[config.mk]
export PLATFORM = sky130hd
export DESIGN_NAME = edge_event_arbiter
export DESIGN_NICKNAME = d
export VERILOG_FILES = /design/src/rtl/edge_event_arbiter.sv
export SDC_FILE = /design/constraint.sdc
export NUM_CORES = 1
export LEC_CHECK = 0
export CAP_MARGIN = 20
export CORE_MARGIN = 4
export CORE_UTILIZATION = 49
export DETAILED_ROUTE_END_ITERATION = 7
export PLACE_DENSITY = 0.89
export REMOVE_ABC_BUFFERS = 1
export SLEW_MARGIN = 20
export SYNTH_ARGS = -nofsm -noshare
export SYNTH_HDL_FRONTEND = slang
export SYNTH_SLANG_ARGS = --single-unit
[constraint.sdc]
create_clock -name clk -period 2.2 [get_ports clk]
set_input_delay 0.66 -clock clk [delete_from_list [all_inputs] [get_ports clk]]
set_output_delay 0.66 -clock clk [all_outputs]
set_load 0.02 [all_outputs]
[src/rtl/edge_event_arbiter.sv]
// Round-robin arbiter for rising-edge events on N level inputs; one grant at a
// time to a shared resource, with per-channel pending and sticky overflow flags.
module edge_event_arbiter #(
    parameter int N   = 4,
    parameter int IDW = 2
) (
    input  logic           clk,
    input  logic           rst,
    input  logic [N-1:0]   in,
    input  logic           grant_ack,
    output logic           grant_valid,
    output logic [IDW-1:0] grant_id,
    output logic [N-1:0]   pending,
    output logic [N-1:0]   overflow,
    output logic           busy
);

    typedef enum logic {
        S_IDLE  = 1'b0,
        S_GRANT = 1'b1
    } state_t;

    state_t         state_q, state_d;
    logic [N-1:0]   in_prev_q;
    logic [N-1:0]   pending_q, pending_d;
    logic [N-1:0]   overflow_q, overflow_d;
    logic [IDW-1:0] ptr_q, ptr_d;
    logic [IDW-1:0] grant_id_q, grant_id_d;
    logic           grant_valid_q, grant_valid_d;
    logic           busy_q, busy_d;
    logic [N-1:0]   rise_s;
    logic [N-1:0]   ack_clr_s;

    // First set request bit searching upward from start, wrapping at N-1.
    function automatic logic [IDW-1:0] rr_pick(input logic [N-1:0] req,
                                               input logic [IDW-1:0] start);
        logic [IDW-1:0] pick;
        logic [N-1:0]   sh;
        logic           found;
        int             idx;
        pick  = '0;
        found = 1'b0;
        for (int k = 0; k < N; k++) begin
            idx = (int'(start) + k) % N;
            sh  = req >> idx;
            if (!found && sh[0]) begin
                found = 1'b1;
                pick  = IDW'(idx);
            end else begin
                found = found;
            end
        end
        return pick;
    endfunction

    function automatic logic [IDW-1:0] next_ptr(input logic [IDW-1:0] id);
        return IDW'((int'(id) + 1) % N);
    endfunction

    // Edge detection and the one-hot channel being acknowledged this edge.
    always_comb begin
        rise_s    = in & ~in_prev_q;
        ack_clr_s = '0;
        if (state_q == S_GRANT && grant_ack) begin
            ack_clr_s = N'(1) << grant_id_q;
        end else begin
            ack_clr_s = '0;
        end
    end

    // Event bookkeeping: a rise on the channel being acked re-arms it without overflow.
    always_comb begin
        pending_d  = (pending_q & ~ack_clr_s) | rise_s;
        overflow_d = overflow_q | (rise_s & pending_q & ~ack_clr_s);
    end

    // Arbiter FSM next-state and registered-output values.
    always_comb begin
        state_d       = state_q;
        grant_valid_d = grant_valid_q;
        grant_id_d    = grant_id_q;
        ptr_d         = ptr_q;
        busy_d        = busy_q;
        case (state_q)
            S_IDLE: begin
                if (pending_q != '0) begin
                    state_d       = S_GRANT;
                    grant_id_d    = rr_pick(pending_q, ptr_q);
                    grant_valid_d = 1'b1;
                    busy_d        = 1'b1;
                end else begin
                    state_d       = S_IDLE;
                    grant_valid_d = 1'b0;
                    busy_d        = 1'b0;
                end
            end
            S_GRANT: begin
                if (grant_ack) begin
                    state_d       = S_IDLE;
                    grant_valid_d = 1'b0;
                    busy_d        = 1'b0;
                    ptr_d         = next_ptr(grant_id_q);
                end else begin
                    state_d       = S_GRANT;
                    grant_valid_d = 1'b1;
                    busy_d        = 1'b1;
                end
            end
            default: begin
                state_d       = S_IDLE;
                grant_valid_d = 1'b0;
                busy_d        = 1'b0;
            end
        endcase
    end

    // State register; reset drops any outstanding grant.
    always_ff @(posedge clk) begin
        if (rst) begin
            state_q       <= S_IDLE;
            in_prev_q     <= '0;
            pending_q     <= '0;
            overflow_q    <= '0;
            ptr_q         <= '0;
            grant_id_q    <= '0;
            grant_valid_q <= 1'b0;
            busy_q        <= 1'b0;
        end else begin
            state_q       <= state_d;
            in_prev_q     <= in;
            pending_q     <= pending_d;
            overflow_q    <= overflow_d;
            ptr_q         <= ptr_d;
            grant_id_q    <= grant_id_d;
            grant_valid_q <= grant_valid_d;
            busy_q        <= busy_d;
        end
    end

    assign grant_valid = grant_valid_q;
    assign grant_id    = grant_id_q;
    assign pending     = pending_q;
    assign overflow    = overflow_q;
    assign busy        = busy_q;

endmodule

==> flow_summary.toml, run 1 <==
[synth]
syn-instance-count = 81
synth_top_area_share = 0.463
yosys_warnings = 0
post_synth_most_frequent_cells = "17 x sky130_fd_sc_hd__dfxtp_1, 11 x sky130_fd_sc_hd__nor2_1, 8 x sky130_fd_sc_hd__inv_1, 5 x sky130_fd_sc_hd__nand3_1, 5 x sky130_fd_sc_hd__nor2b_1"
post_synth_design_cell_area_um2 = 736
number_of_flip_flops_and_latches_in_the_synthesized_netlist = 17
post-synth-top-count-cell = "sky130_fd_sc_hd__dfxtp_1"
synth_cell_type_count = 21
post-synth-top-area-cell = "sky130_fd_sc_hd__dfxtp_1"
post_synth.cell_area_avg_um2 = 9.08
netlist_top_cells_area = "sky130_fd_sc_hd__dfxtp_1 46%, sky130_fd_sc_hd__ha_1 6.8%, sky130_fd_sc_hd__nor2_1 5.6%"
synth-main-ff-cell = "sky130_fd_sc_hd__dfxtp_1"
synth_sequential_area_ratio = 0.463
synth_enable_flop_cells = 0
async_reset_ff_frac = 0

[die]
floorplan.rows = 13
floorplan.core_area_um2 = 1350
initial_utilization = 0.545
num_io_pins = 19
width_of_the_die_um = 46.8
die_height_um = 46.8
design.die.area_um2 = 2190

[placement]
io_buffers = 18
dpl.hpwl_um = 1140
placed_cells = 111
place_congestion = 0.738
dpl_cell_area_um2 = 923

[worst_setup_path]
path_depth = 1
crit_path_cell_trace = "clkdlybuf4s50_1"
reg2reg_depth = 3
cp_required_ns = 1.54
path_buf_inv = 1
worst_setup_path_start_kind = "flip-flop"
maximum_fanout_along_the_worst_path = 8
worst_path_max_delay_cell = "sky130_fd_sc_hd__clkdlybuf4s50_1"
cpLargestDelayFamily = "buffers and inverters"
timing.critical_path.to_type = "output pin"
data_arrival_time_of_the_worst_path_ns = 1.42
critPathMaxStageDelay_ns = 0.66
critPathKind = "flip-flop to output pin"

[finish]
drive_gt1_frac = 0.0600
area_growth_pct = 29.3
layout.core_utilization = 0.704
final_design_area_no_fill_um2 = 951
final-instance-count-excl-fill = 115
ant_diodes = 0
num-nets-final = 112

[sta]
max_freq_ghz = 0.481
grt_setup_unrepaired = "false"
layout_worst_path_cycle_share = 0.945
clock_skew_ns = 0.00494
timing.setup.tns_ns = 0
finalWorstPathRequiredPeriod_ns = 2.08
worst_slew_pin_slew_ns = 0.484
hold_violations = 0
report.final.slew_viol_count = 0
setup_viol_count_final = 0
worst_slew_margin_rel = 0.676

[clock_tree]
cts_hold_repair.buffers = 0
cts.htree.levels = 1
clock_latency_ns = 0.29
clk_transition_reported_paths_ns = 0.09
ctsLongestPathBuffers = 2
cts.repair_timing.setup_buffer_count = 0
cts_sinks = 17
cts-resized-gates = 0
cts_tree = "yes"
cts_root_buf = "sky130_fd_sc_hd__clkbuf_4"
numCtsBuffers = 3

[worst_hold_path]
worstHoldPathCells = 2
timing.hold.worst.class = "flip-flop to flip-flop"

[routing]
viasPerCell = 5.81
num_vias = 668
drc_errors = 0
wire_per_inst_um = 13.7
postRouteWirelength_um = 1570
ant_nets = 0
firstDrtPassIters = 4
detailedRoute.firstIterationViolations = 20

[grt]
grt_pass1_vias = 692
global_route_wire_length_before_repair_um = 2850
antenna_found_initial = 0
grt_remaining_overflow = 0
grt_util_all_layers = 0.180
grt_max_degree = 15

[power]
power.combinational.fraction = 0.214
power_density_of_the_placed_cells_nw_per_um2 = 701
switching_share = 0.291
power_switching_uw = 194
share_clk_of_total_power = 0.248
max-vdd-ir-drop_uv = 372
power.internal_uw = 473
total_leakage_power_uw = 0.000371
p_seq_frac = 0.537

[status]
run_status = "finished clean"

[run]
max-cap-violations = 0
## power by group through the flow
| stage | Clock (uW) | Combinational [uW] | Sequential, uW |
|---|---|---|---|
| after floorplan | 0 | 55.3 | 380 |
| after global placement | 0 | 139 | 362 |
| after detailed placement | 0 | 142 | 364 |
| after CTS | 165 | 143 | 357 |
| after global routing | 178 | 157 | 363 |
| final | 165 | 143 | 358 |
## per-stage QoR
stage	power [uW]	hold WS [ns]	setup slack, ns
floorplan	435	0.476	0.782
global placement	501	0.455	0.369
detailed placement	506	0.474	0.321
CTS	666	0.496	0.0629
global route	698	0.537	0.0543
finish	667	0.488	0.121
## final timing paths
path / start / to / slack [ns]
max reg2reg: pending[0] / grant_id[0] / 0.72
min reg2reg: overflow[2] / overflow[2] / 0.49
min: overflow[2] / overflow[2] / 0.49
max: pending[2] / pending[2] / 0.12
## area by class of cell
cell class | count | area [um2]
flip-flops and latches | 17 | 342
multi-input cells | 52 | 347
repair buffers | 19 | 188
clock buffers | 4 | 26.3
fillers | 105 | 399
well taps | 15 | 18.8
inverters | 8 | 30.0
## layer usage
| layer | up-vias | GRT usage | share of wire |
|---|---|---|---|
| met2 | 30 | 0.319 | 0.49 |
| met3 | 4 | 0.0460 | 0.063 |
| met4 | 0 | 0.0663 | 0.0076 |
| li1 | 323 | - | - |
| met5 | - | 0 | 0 |
| met1 | 311 | 0.210 | 0.44 |
## cells by family (layout without fill, tap and decap cells)
kind of cell             Yosys count  count (layout)  share of synthesized area
AND/OR/NAND/NOR                   28              28                      0.187
AO/OA/AOI/OAI                     18              18                      0.189
flip-flops                        17              17                      0.463
buffers and inverters             12              31                     0.0663
adder cells (fa/ha/maj)            4               4                     0.0680
multiplexers                       2               2                     0.0272
## layout by cell type, fill, tap and decap left out, drive strengths merged, types with 2 or more instances in the layout
| cell | n |
|---|---|
| mux2i | 2 |
| clkdlybuf4s50 | 18 |
| nor2 | 11 |
| clkbuf | 4 |
| nand2 | 4 |
| inv | 8 |
| a22oi | 4 |
| o41ai | 2 |
| nor2b | 5 |
| dfxtp | 17 |
| a41oi | 4 |
| a21oi | 3 |
| a211o | 2 |
| ha | 4 |
| nand3 | 5 |
## registers in the layout (all words and copies together) (netlist names)
register,count
busy,1
grant_id,2
in_prev_q,4
overflow,4
pending,4
ptr_q,2
## worst register-to-register path, stage by stage, from the launching register on
cell and delay, ns:
sky130_fd_sc_hd__dfxtp_1 0.39, sky130_fd_sc_hd__or4_4 0.59, sky130_fd_sc_hd__a211o_1 0.32, sky130_fd_sc_hd__o41ai_1 0.07
Note: power is estimated with default switching activity, not from simulation.
==> run 2, diff against run 1 <==
- RECOVER_POWER: default -> 25
==> run 2 against run 1 <==
Flip-flop and latch count did not move. Non-clock buffer count did not move. Final area fell by 0.39%. Power fell by 0.22%. Utilization fell by 0.28 points. Critical path type unchanged. Largest power group unchanged.
==> flow_summary.toml, run 2 (synthesis results as in run 1) <==
[grt]
grt_pass1_vias = 692
grt_max_degree = 15
antenna_found_initial = 0
global_route_wire_length_before_repair_um = 2850
grt_util_all_layers = 0.180
grt_remaining_overflow = 0

[worst_setup_path]
reg2reg_depth = 3
setup.worst_path.end = "pending[2]"
worst_setup_path_start_kind = "flip-flop"
data_arrival_time_of_the_worst_path_ns = 1.42
ff2ff_setup_slack_ns = 0.72
worst_path_max_delay_cell = "sky130_fd_sc_hd__clkdlybuf4s50_1"
critPathMaxStageDelay_ns = 0.66
path_buf_inv = 1
worst_setup_path_startpoint = "pending[2]"
crit-reg2reg-launch = "pending[0]"
cp_required_ns = 1.54
rr_endpoint = "grant_id[0]"
crit_path_cell_trace = "clkdlybuf4s50_1"
path_depth = 1
maximum_fanout_along_the_worst_path = 8
critPathKind = "flip-flop to output pin"
cpLargestDelayFamily = "buffers and inverters"
timing.critical_path.to_type = "output pin"

[finish]
fillerInstances = 105
area_growth_pct = 28.7
ant_diodes = 0
num-nets-final = 112
multi_input_logic_area_um2 = 347
drive_gt1_frac = 0.0500
layout.area.seq_um2 = 342
layout_common_cells = "16 x sky130_fd_sc_hd__dfxtp_1, 16 x sky130_fd_sc_hd__clkdlybuf4s50_1, 11 x sky130_fd_sc_hd__nor2_1"

[die]
num_io_pins = 19
die_height_um = 46.8
floorplan.rows = 13
floorplan.core_area_um2 = 1350
initial_utilization = 0.545
width_of_the_die_um = 46.8
design.die.area_um2 = 2190

[routing]
num_vias = 670
ant_nets = 0
postRouteWirelength_um = 1570
wire_per_inst_um = 13.7
detailedRoute.firstIterationViolations = 20
drc_errors = 0
viasPerCell = 5.83
firstDrtPassIters = 4

[power]
max-vdd-ir-drop_uv = 372
power_density_of_the_placed_cells_nw_per_um2 = 702
total_leakage_power_uw = 0.000368

[sta]
grt_setup_unrepaired = "false"
max_freq_ghz = 0.481
hold_violations = 0
layout_worst_path_cycle_share = 0.945
report.final.slew_viol_count = 0
clock_skew_ns = 0.00492
worst_slew_pin_slew_ns = 0.486
worst_slew_margin_rel = 0.675
setup_viol_count_final = 0
setup_ws_ns = 0.121
timing.setup.tns_ns = 0
finalWorstPathRequiredPeriod_ns = 2.08

[clock_tree]
cts_tree = "yes"
cts.repair_timing.setup_buffer_count = 0
cts-resized-gates = 0
numCtsBuffers = 3
cts.htree.levels = 1
ctsLongestPathBuffers = 2
cts_sinks = 17
clk_transition_reported_paths_ns = 0.09
cts_root_buf = "sky130_fd_sc_hd__clkbuf_4"
cts_hold_repair.buffers = 0
clock_latency_ns = 0.29

[placement]
io_buffers = 18
preCtsSetupSlack_ns = 0.321
place_congestion = 0.738
dpl.hpwl_um = 1140

[worst_hold_path]
timing.hold.worst.class = "flip-flop to flip-flop"
beginning_of_the_worst_hold_path = "overflow[2]"

[run]
max-cap-violations = 0

[status]
run_status = "finished clean"
-- run 2: changes by cell type in the layout (fill, tap and decap cells not counted), sizes merged --
cell,delta
buf,-1
clkbuf,+1
clkdlybuf4s50,-2
dlygate4sd3,+2
-- run 2: layout make-up --
class                      instances  area share
timing repair buffer              19       0.194
clock buffer                       4      0.0277
multi-input combinational         52       0.366
inverter                           8      0.0317
tap                               15      0.0198
sequential                        17       0.361
-- run 2: metal layers --
metal	vias up	global-route usage	part of all wire
met5	-	0	0
met1	316	0.210	0.44
met2	26	0.319	0.49
li1	324	-	-
met3	4	0.0460	0.060
met4	0	0.0663	0.0076
-- run 2: per-stage QoR --
step / cell area, um2 / power, uW / utilization / hold WS (ns) / cells
after floorplan: 717 / 435 / - / 0.476 / 77
after global placement: 923 / 501 / 0.684 / 0.455 / 111
after detailed placement: 923 / 506 / 0.684 / 0.474 / 111
after CTS: 950 / 666 / 0.703 / 0.496 / 115
after global routing: 947 / 696 / 0.702 / 0.537 / 115
final: 947 / 665 / 0.702 / 0.488 / 115
-- run 2: how the worst min path moves through the flow --
stage                             end  cells after the start
after floorplan              ptr_q[1]                      2
after global placement    overflow[2]                      2
after global routing      overflow[2]                      2
after CTS                 overflow[2]                      2
after detailed placement  overflow[3]                      2
final                     overflow[2]                      2
-- run 2: where the power goes --
| group | switching (uW) | internal, uW |
|---|---|---|
| sequential | 27.6 | 331 |
| combinational | 71.6 | 70.0 |
| clock | 94.9 | 70.5 |
